==> config.mk <==
export PLATFORM = sky130hd
export DESIGN_NAME = vdic_mac_2024
export DESIGN_NICKNAME = d
export VERILOG_FILES = /design/src/rtl/vdic_mac_pkg.sv /design/src/rtl/vdic_mult_pipe.sv /design/src/rtl/vdic_mac_2024.sv
export SDC_FILE = /design/constraint.sdc
export NUM_CORES = 1
export LEC_CHECK = 0
export ABC_AREA = 1
export CELL_PAD_IN_SITES_DETAIL_PLACEMENT = 1
export CELL_PAD_IN_SITES_GLOBAL_PLACEMENT = 1
export CORE_MARGIN = 2
export CORE_UTILIZATION = 40
export DETAILED_ROUTE_END_ITERATION = 12
export PLACE_DENSITY = 0.73
export SLEW_MARGIN = 20
export SYNTH_ARGS = -nofsm -noshare
export SYNTH_HDL_FRONTEND = slang
export SYNTH_HIERARCHICAL = 1
export SYNTH_SLANG_ARGS = --single-unit
==> constraint.sdc <==
create_clock -name clk -period 6.5 [get_ports clk]
set_input_delay 0.975 -clock clk [delete_from_list [all_inputs] [get_ports clk]]
set_output_delay 0.975 -clock clk [all_outputs]
set_load 0.01 [all_outputs]
==> src/rtl/vdic_mac_pkg.sv <==
// Shared types and parameter defaults for the VDIC multiply-accumulate block.
package vdic_mac_pkg;

    localparam int DATA_W_DEF  = 16;
    localparam int GUARD_W_DEF = 8;
    localparam int MUL_LAT_DEF = 2;

    typedef enum logic [1:0] {
        MUL  = 2'd0,
        MAC  = 2'd1,
        LOAD = 2'd2,
        READ = 2'd3
    } mode_t;

    typedef enum logic [1:0] {
        IDLE = 2'd0,
        BUSY = 2'd1,
        DONE = 2'd2
    } state_t;

endpackage

==> src/rtl/vdic_mult_pipe.sv <==
// Signed DATA_W x DATA_W multiplier followed by a MUL_LAT-deep register pipeline
// with a valid bit travelling alongside the product.
module vdic_mult_pipe
    import vdic_mac_pkg::*;
#(
    parameter int DATA_W  = DATA_W_DEF,
    parameter int MUL_LAT = MUL_LAT_DEF
) (
    input  logic                  clk,
    input  logic                  rst_n,
    input  logic                  i_valid,
    input  logic [DATA_W-1:0]     i_a,
    input  logic [DATA_W-1:0]     i_b,
    output logic                  o_valid,
    output logic [2*DATA_W-1:0]   o_product
);

    localparam int PW = 2 * DATA_W;

    logic [PW-1:0]      w_a_ext;
    logic [PW-1:0]      w_b_ext;
    logic [PW-1:0]      w_prod;
    logic [PW-1:0]      r_prod [MUL_LAT];
    logic [MUL_LAT-1:0] r_valid;

    // Sign-extending to the full product width lets a plain multiply yield the signed result.
    assign w_a_ext = {{DATA_W{i_a[DATA_W-1]}}, i_a};
    assign w_b_ext = {{DATA_W{i_b[DATA_W-1]}}, i_b};
    assign w_prod  = w_a_ext * w_b_ext;

    // Product and valid shift register.
    always_ff @(posedge clk) begin
        if (!rst_n) begin
            r_valid <= '0;
            for (int i = 0; i < MUL_LAT; i++) begin
                r_prod[i] <= '0;
            end
        end else begin
            r_valid[0] <= i_valid;
            r_prod[0]  <= w_prod;
            for (int i = 1; i < MUL_LAT; i++) begin
                r_valid[i] <= r_valid[i-1];
                r_prod[i]  <= r_prod[i-1];
            end
        end
    end

    assign o_valid   = r_valid[MUL_LAT-1];
    assign o_product = r_prod[MUL_LAT-1];

endmodule

==> src/rtl/vdic_mac_2024.sv <==
// Multiply / multiply-accumulate unit with operand parity checking, a guarded
// accumulator and an IDLE/BUSY/DONE request-result handshake.
module vdic_mac_2024
    import vdic_mac_pkg::*;
#(
    parameter int DATA_W  = DATA_W_DEF,
    parameter int GUARD_W = GUARD_W_DEF,
    parameter int MUL_LAT = MUL_LAT_DEF
) (
    input  logic                          clk,
    input  logic                          rst_n,
    input  logic                          req,
    input  logic [DATA_W-1:0]             arg_a,
    input  logic [DATA_W-1:0]             arg_b,
    input  logic                          arg_a_parity,
    input  logic                          arg_b_parity,
    input  logic [1:0]                    mode,
    output logic                          ack,
    output logic [2*DATA_W+GUARD_W-1:0]   result,
    output logic                          result_parity,
    output logic                          arg_parity_error,
    output logic                          overflow,
    output logic                          result_rdy,
    input  logic                          result_ack
);

    localparam int PW    = 2 * DATA_W;
    localparam int ACC_W = PW + GUARD_W;

    function automatic logic f_operand_parity(input logic [DATA_W-1:0] v);
        return ^v;
    endfunction

    function automatic logic f_acc_parity(input logic [ACC_W-1:0] v);
        return ^v;
    endfunction

    state_t             r_state;
    mode_t              r_mode;
    logic               r_perr;
    logic [ACC_W-1:0]   r_acc;

    logic               w_accept;
    logic               w_perr_in;
    logic               w_pvalid;
    logic [PW-1:0]      w_prod;
    logic [ACC_W-1:0]   w_prod_ext;
    logic [ACC_W-1:0]   w_sum;
    logic [ACC_W-1:0]   w_res;
    logic [ACC_W-1:0]   w_acc_nxt;
    logic               w_ovf;

    assign w_accept  = (r_state == IDLE) && req;
    assign w_perr_in = (mode_t'(mode) != READ) &&
                       ((f_operand_parity(arg_a) != arg_a_parity) ||
                        (f_operand_parity(arg_b) != arg_b_parity));

    // Operands go straight into the pipeline on the accepting edge, so the product
    // is ready exactly when BUSY has lasted MUL_LAT cycles.
    vdic_mult_pipe #(
        .DATA_W  (DATA_W),
        .MUL_LAT (MUL_LAT)
    ) u_mult_pipe (
        .clk       (clk),
        .rst_n     (rst_n),
        .i_valid   (w_accept),
        .i_a       (arg_a),
        .i_b       (arg_b),
        .o_valid   (w_pvalid),
        .o_product (w_prod)
    );

    assign w_prod_ext = {{GUARD_W{w_prod[PW-1]}}, w_prod};
    assign w_sum      = r_acc + w_prod_ext;

    // Result, next accumulator and overflow for the operation now completing.
    always_comb begin
        w_res     = '0;
        w_acc_nxt = r_acc;
        w_ovf     = 1'b0;
        if (r_perr) begin
            w_res = '0;
        end else begin
            case (r_mode)
                MUL: begin
                    w_res = w_prod_ext;
                end
                MAC: begin
                    w_acc_nxt = w_sum;
                    w_res     = w_sum;
                    w_ovf     = (r_acc[ACC_W-1] == w_prod_ext[ACC_W-1]) &&
                                (w_sum[ACC_W-1] != r_acc[ACC_W-1]);
                end
                LOAD: begin
                    w_acc_nxt = w_prod_ext;
                    w_res     = w_prod_ext;
                end
                READ: begin
                    w_res = r_acc;
                end
                default: begin
                    w_res = '0;
                end
            endcase
        end
    end

    // Handshake FSM, accumulator and registered result outputs.
    always_ff @(posedge clk) begin
        if (!rst_n) begin
            r_state          <= IDLE;
            r_mode           <= MUL;
            r_perr           <= 1'b0;
            r_acc            <= '0;
            ack              <= 1'b0;
            result           <= '0;
            result_parity    <= 1'b0;
            arg_parity_error <= 1'b0;
            overflow         <= 1'b0;
            result_rdy       <= 1'b0;
        end else begin
            ack <= 1'b0;
            case (r_state)
                IDLE: begin
                    if (req) begin
                        r_mode  <= mode_t'(mode);
                        r_perr  <= w_perr_in;
                        ack     <= 1'b1;
                        r_state <= BUSY;
                    end
                end
                BUSY: begin
                    if (w_pvalid) begin
                        r_acc            <= w_acc_nxt;
                        result           <= w_res;
                        result_parity    <= f_acc_parity(w_res);
                        arg_parity_error <= r_perr;
                        overflow         <= w_ovf;
                        result_rdy       <= 1'b1;
                        r_state          <= DONE;
                    end
                end
                DONE: begin
                    if (result_ack) begin
                        result_rdy <= 1'b0;
                        r_state    <= IDLE;
                    end
                end
                default: begin
                    result_rdy <= 1'b0;
                    r_state    <= IDLE;
                end
            endcase
        end
    end

endmodule

==> results by group <==
Run status
  • Status: completed

Synthesis
  • Post-Synth XOR/XNOR Area: 2.27%
  • Net Count, Synth: 3595
  • Asr flop ratio synth: 0%
  • Synth Area in Adders: 31.8%
  • Area share of and/or/nand/nor cells after synthesis: between 20% and 30%
  • Post-synthesis sequential area ratio: 14.5%
  • Average cell area after synthesis: 6.80 um2
  • Post-synth cell types: 43
  • FF+latch count, synth: 156
  • Post-synth EDFFs: 0
  • Yosys synthesis warning count: 6
  • Area of the mapped netlist: 21500 um2
  • Commonest cells post-synth: 947 x nand2_1, 699 x inv_1, 263 x fa_1
  • Post-Syn Instances: 3166
  • Largest family of logic cells by synthesized area: adder cells
  • Yosys top cell by area: fa_1
  • Ranking of synthesized cells by area: fa_1 24%, nand2_1 17%, dfxtp_1 15%, inv_1 12%, ha_1 7.3%
  • Synth Area in Compound Gates: 9.49%
  • Most instantiated library cell after synthesis: nand2_1
  • Mux cell area share after synthesis: 0%
  • Top_reg_cell synth: dfxtp_1
  • Area share of the largest cell type after synthesis: between 20 and 25%

Clocking
  • Post-CTS setup buffer count: 0
  • Root Buffer: clkbuf_16
  • Worst skew pair latency: 0.46 ns
  • # clock sinks: 156
  • CTS clk-pin slew, worst paths: 0.07 ns
  • CTS tree: yes
  • H-tree depth: 4
  • CTS max path bufs: 2
  • CTS buffer count: 17

Die
  • # rows: 85
  • Die Footprint: 55700 um2
  • Chip width: between 200 and 250 um
  • Initial Util: about two fifths
  • Die Height: ~240 um
  • IO Count: between 80 and 90
  • Core box area: about 53000 um2

Finish
  • Finished layout cell area: 24200 um2
  • Multi-input gate area: 15000 um2
  • Ant. Diodes: 0
  • Area grow syn2layout: 12.4%
  • Ratio of cells with drive above 1 in the final layout: 8.11%
  • Nets: 3648
  • Final core utilization: a little under half
  • Reg area: 3120 um2
  • Fill count: ~6900

GRT
  • Largest net degree at the start of global routing: 84
  • Tot GR Track Use: 26.0%
  • Vias in the first global route: 21900
  • First-pass GRT wire length: 115000 um
  • Grt ovf: 0
  • Initial antenna violation count: 0

Setup path
  • WP data arrival: 6.58 ns
  • Slowest CP cell: clkdlybuf4s50_1
  • Worst-path fanout max: 6
  • CP Class: input pin to flip-flop
  • Top cell by count, worst path: inv_1
  • Slowest cell delay on critical path: approximately 0.55 ns
  • Flop2flop setup slack: 2.35 ns
  • Crit-path cells: clkdlybuf4s50_1 > buf_4 > nand2_1 > inv_1 > fa_1 > inv_1 > fa_1 > fa_2 > inv_1 > fa_1 > fa_1 > inv_1 > fa_1 > inv_1 > ha_1 > nand2_1 > nor2_1 > inv_1 > nor3_4 > nand3_1 > nand3_1 > nand2_1 > inv_1 > nor2_1
  • Critical path required time: 6.86 ns
  • Worst r2r dst: result_parity$_SDFFE_PN0P_
  • Crit end category: flip-flop
  • Critical R2R Launch: r_mode[0]$_SDFFE_PN0P_
  • Crit start category: input pin
  • Reg2reg path depth: 21

Routing
  • Final routed DRC violation total: 0
  • Detail Route Antenna Nets: 0
  • Vias: between 15000 and 20000
  • DRT iter0 DRCs: about 750
  • WL final: 70200 um
  • Routed WL per cell: 17.9 um
  • First drt pass iteration count: 5
  • Vias per std cell: roughly 5

Hold path
  • Class of the worst hold path: flip-flop to flip-flop
  • Hold Path Sink: u_mult_pipe/r_prod[0][39]$_SDFF_PN0_
  • Worst min-delay path startpoint: u_mult_pipe/r_prod[0][7]$_SDFF_PN0_
  • Hold-critical path depth: 2

Timing
  • Fin crit period: between 6 and 7 ns
  • Final Hold Violating Endpoints: 0
  • Slew @ Worst Pin: 0.999 ns
  • Final Setup Violations: 0
  • Slew margin rel.: 33.3%
  • Clock skew: 0.0131 ns
  • Fmax: around 160 MHz
  • RSZ-0062 raised after global routing: false
  • Final Slew Violations: 0
  • Final period util: 95.7%

Placed design
  • Port Buffers: 84
  • Final RePlAce weighted congestion: 0.941
  • DP HPWL: 57800 um
  • Cell Area, Placed: 23600 um2

Flow run
  • Maxcap violations: 0
-- worst max-delay path: cells and delay by family --
kind / cells / cell delay, ns
adder cells (fa/ha/maj): 7 / 3.35
buffers and inverters: 9 / 1.24
AND/OR/NAND/NOR: 8 / 0.99
-- per-stage QoR --
| stage | instances | TNS, ns | hold WS, ns | setup WS [ns] |
|---|---|---|---|---|
| 2_1_floorplan | 3166 | 0 | 0.386 | 0.447 |
| 3_3_place_gp | 3896 | -3.04 | 0.395 | -0.253 |
| 3_5_place_dp | 3896 | -4.43 | 0.401 | -0.318 |
| 4_1_cts | 3928 | 0 | 0.417 | 0.156 |
| 5_1_grt | 3928 | 0 | 0.433 | 0.0102 |
| 6_report | 3928 | 0 | 0.413 | 0.277 |
-- flip-flops by register name (all words and copies together) (netlist names) --
name / count
ack: 1
arg_parity_error: 1
overflow: 1
r_acc: 40
r_mode: 2
r_perr: 1
r_state: 2
result: 40
result_parity: 1
result_rdy: 1
u_mult_pipe/r_prod: 64
u_mult_pipe/r_valid: 2
-- what timing repair did --
| item | 4_1_cts | 5_1_grt |
|---|---|---|
| hold buffers | 0 | 0 |
| endpoints found under the setup margin | 0 | 8 |
| resized for setup | 0 | 10 |
-- per-layer routing --
layer / global-route usage (%) / routed length, um / up-vias
met2: 48.3 / 36400 / 264
met1: 30.8 / 29800 / 9800
met5: 0 / 0 / -
li1: - / - / 9539
met3: 1.81 / 1150 / 123
met4: 10.8 / 2790 / 0
-- kinds of logic (layout without fill, tap and decap cells) --
group | after synthesis | in the layout
AND/OR/NAND/NOR | 1334 | 1334
adder cells (fa/ha/maj) | 389 | 389
flip-flops | 156 | 156
buffers and inverters | 869 | 935
XOR/XNOR | 54 | 54
AO/OA/AOI/OAI | 364 | 364
-- cell usage in the layout, fill, tap and decap left out, types with 3 or more instances in the layout --
cell / n
and2_1: 6
nand3_1: 117
inv_6: 3
dfxtp_1: 156
o21a_1: 11
a31oi_1: 3
nand2_1: 946
o211ai_1: 17
nand2_2: 37
nor3_2: 4
xnor2_1: 30
xor2_1: 22
inv_2: 18
clkinv_1: 4
clkdlybuf4s50_1: 80
o21ai_0: 79
a22oi_1: 27
fa_1: 262
nor2_1: 134
nor2_4: 4
a21oi_1: 204
clkinv_2: 4
nand4_1: 22
buf_4: 74
or2_2: 11
buf_12: 25
nand3b_1: 3
ha_1: 125
clkbuf_16: 17
nand3_2: 18
nor3_1: 6
a21oi_2: 7
dlymetal6s2s_1: 3
o21bai_1: 8
inv_1: 698
nor2_2: 20
clkinvlp_4: 3
-- how the worst max path moves through the flow --
stage | start | endpoint | slack (ns) | cells past startpoint
2_1_floorplan | arg_b[5] | u_mult_pipe/r_prod[0][31]$_SDFF_PN0_ | 0.45 | 21
3_3_place_gp | arg_b[1] | u_mult_pipe/r_prod[0][18]$_SDFF_PN0_ | -0.25 | 21
3_5_place_dp | arg_b[2] | u_mult_pipe/r_prod[0][29]$_SDFF_PN0_ | -0.32 | 22
4_1_cts | arg_b[2] | u_mult_pipe/r_prod[0][29]$_SDFF_PN0_ | 0.16 | 21
5_1_grt | arg_b[3] | u_mult_pipe/r_prod[0][26]$_SDFF_PN0_ | 0.01 | 23
6_report | arg_b[3] | u_mult_pipe/r_prod[0][26]$_SDFF_PN0_ | 0.28 | 24
-- area by class of cell --
| type | instances | share of cell area, % |
|---|---|---|
| Timing Repair Buffer | 183 | 7.90 |
| Tap cell | 696 | 3.60 |
| Clock inverter | 15 | 0.574 |
| Multi-Input combinational cell | 2141 | 62.1 |
| Inverter | 720 | 11.2 |
| Clock buffer | 17 | 1.76 |
| Sequential cell | 156 | 12.9 |
Power is not shown: default switching activity piles up to over one toggle a cycle in this logic, so the estimate is an artifact.
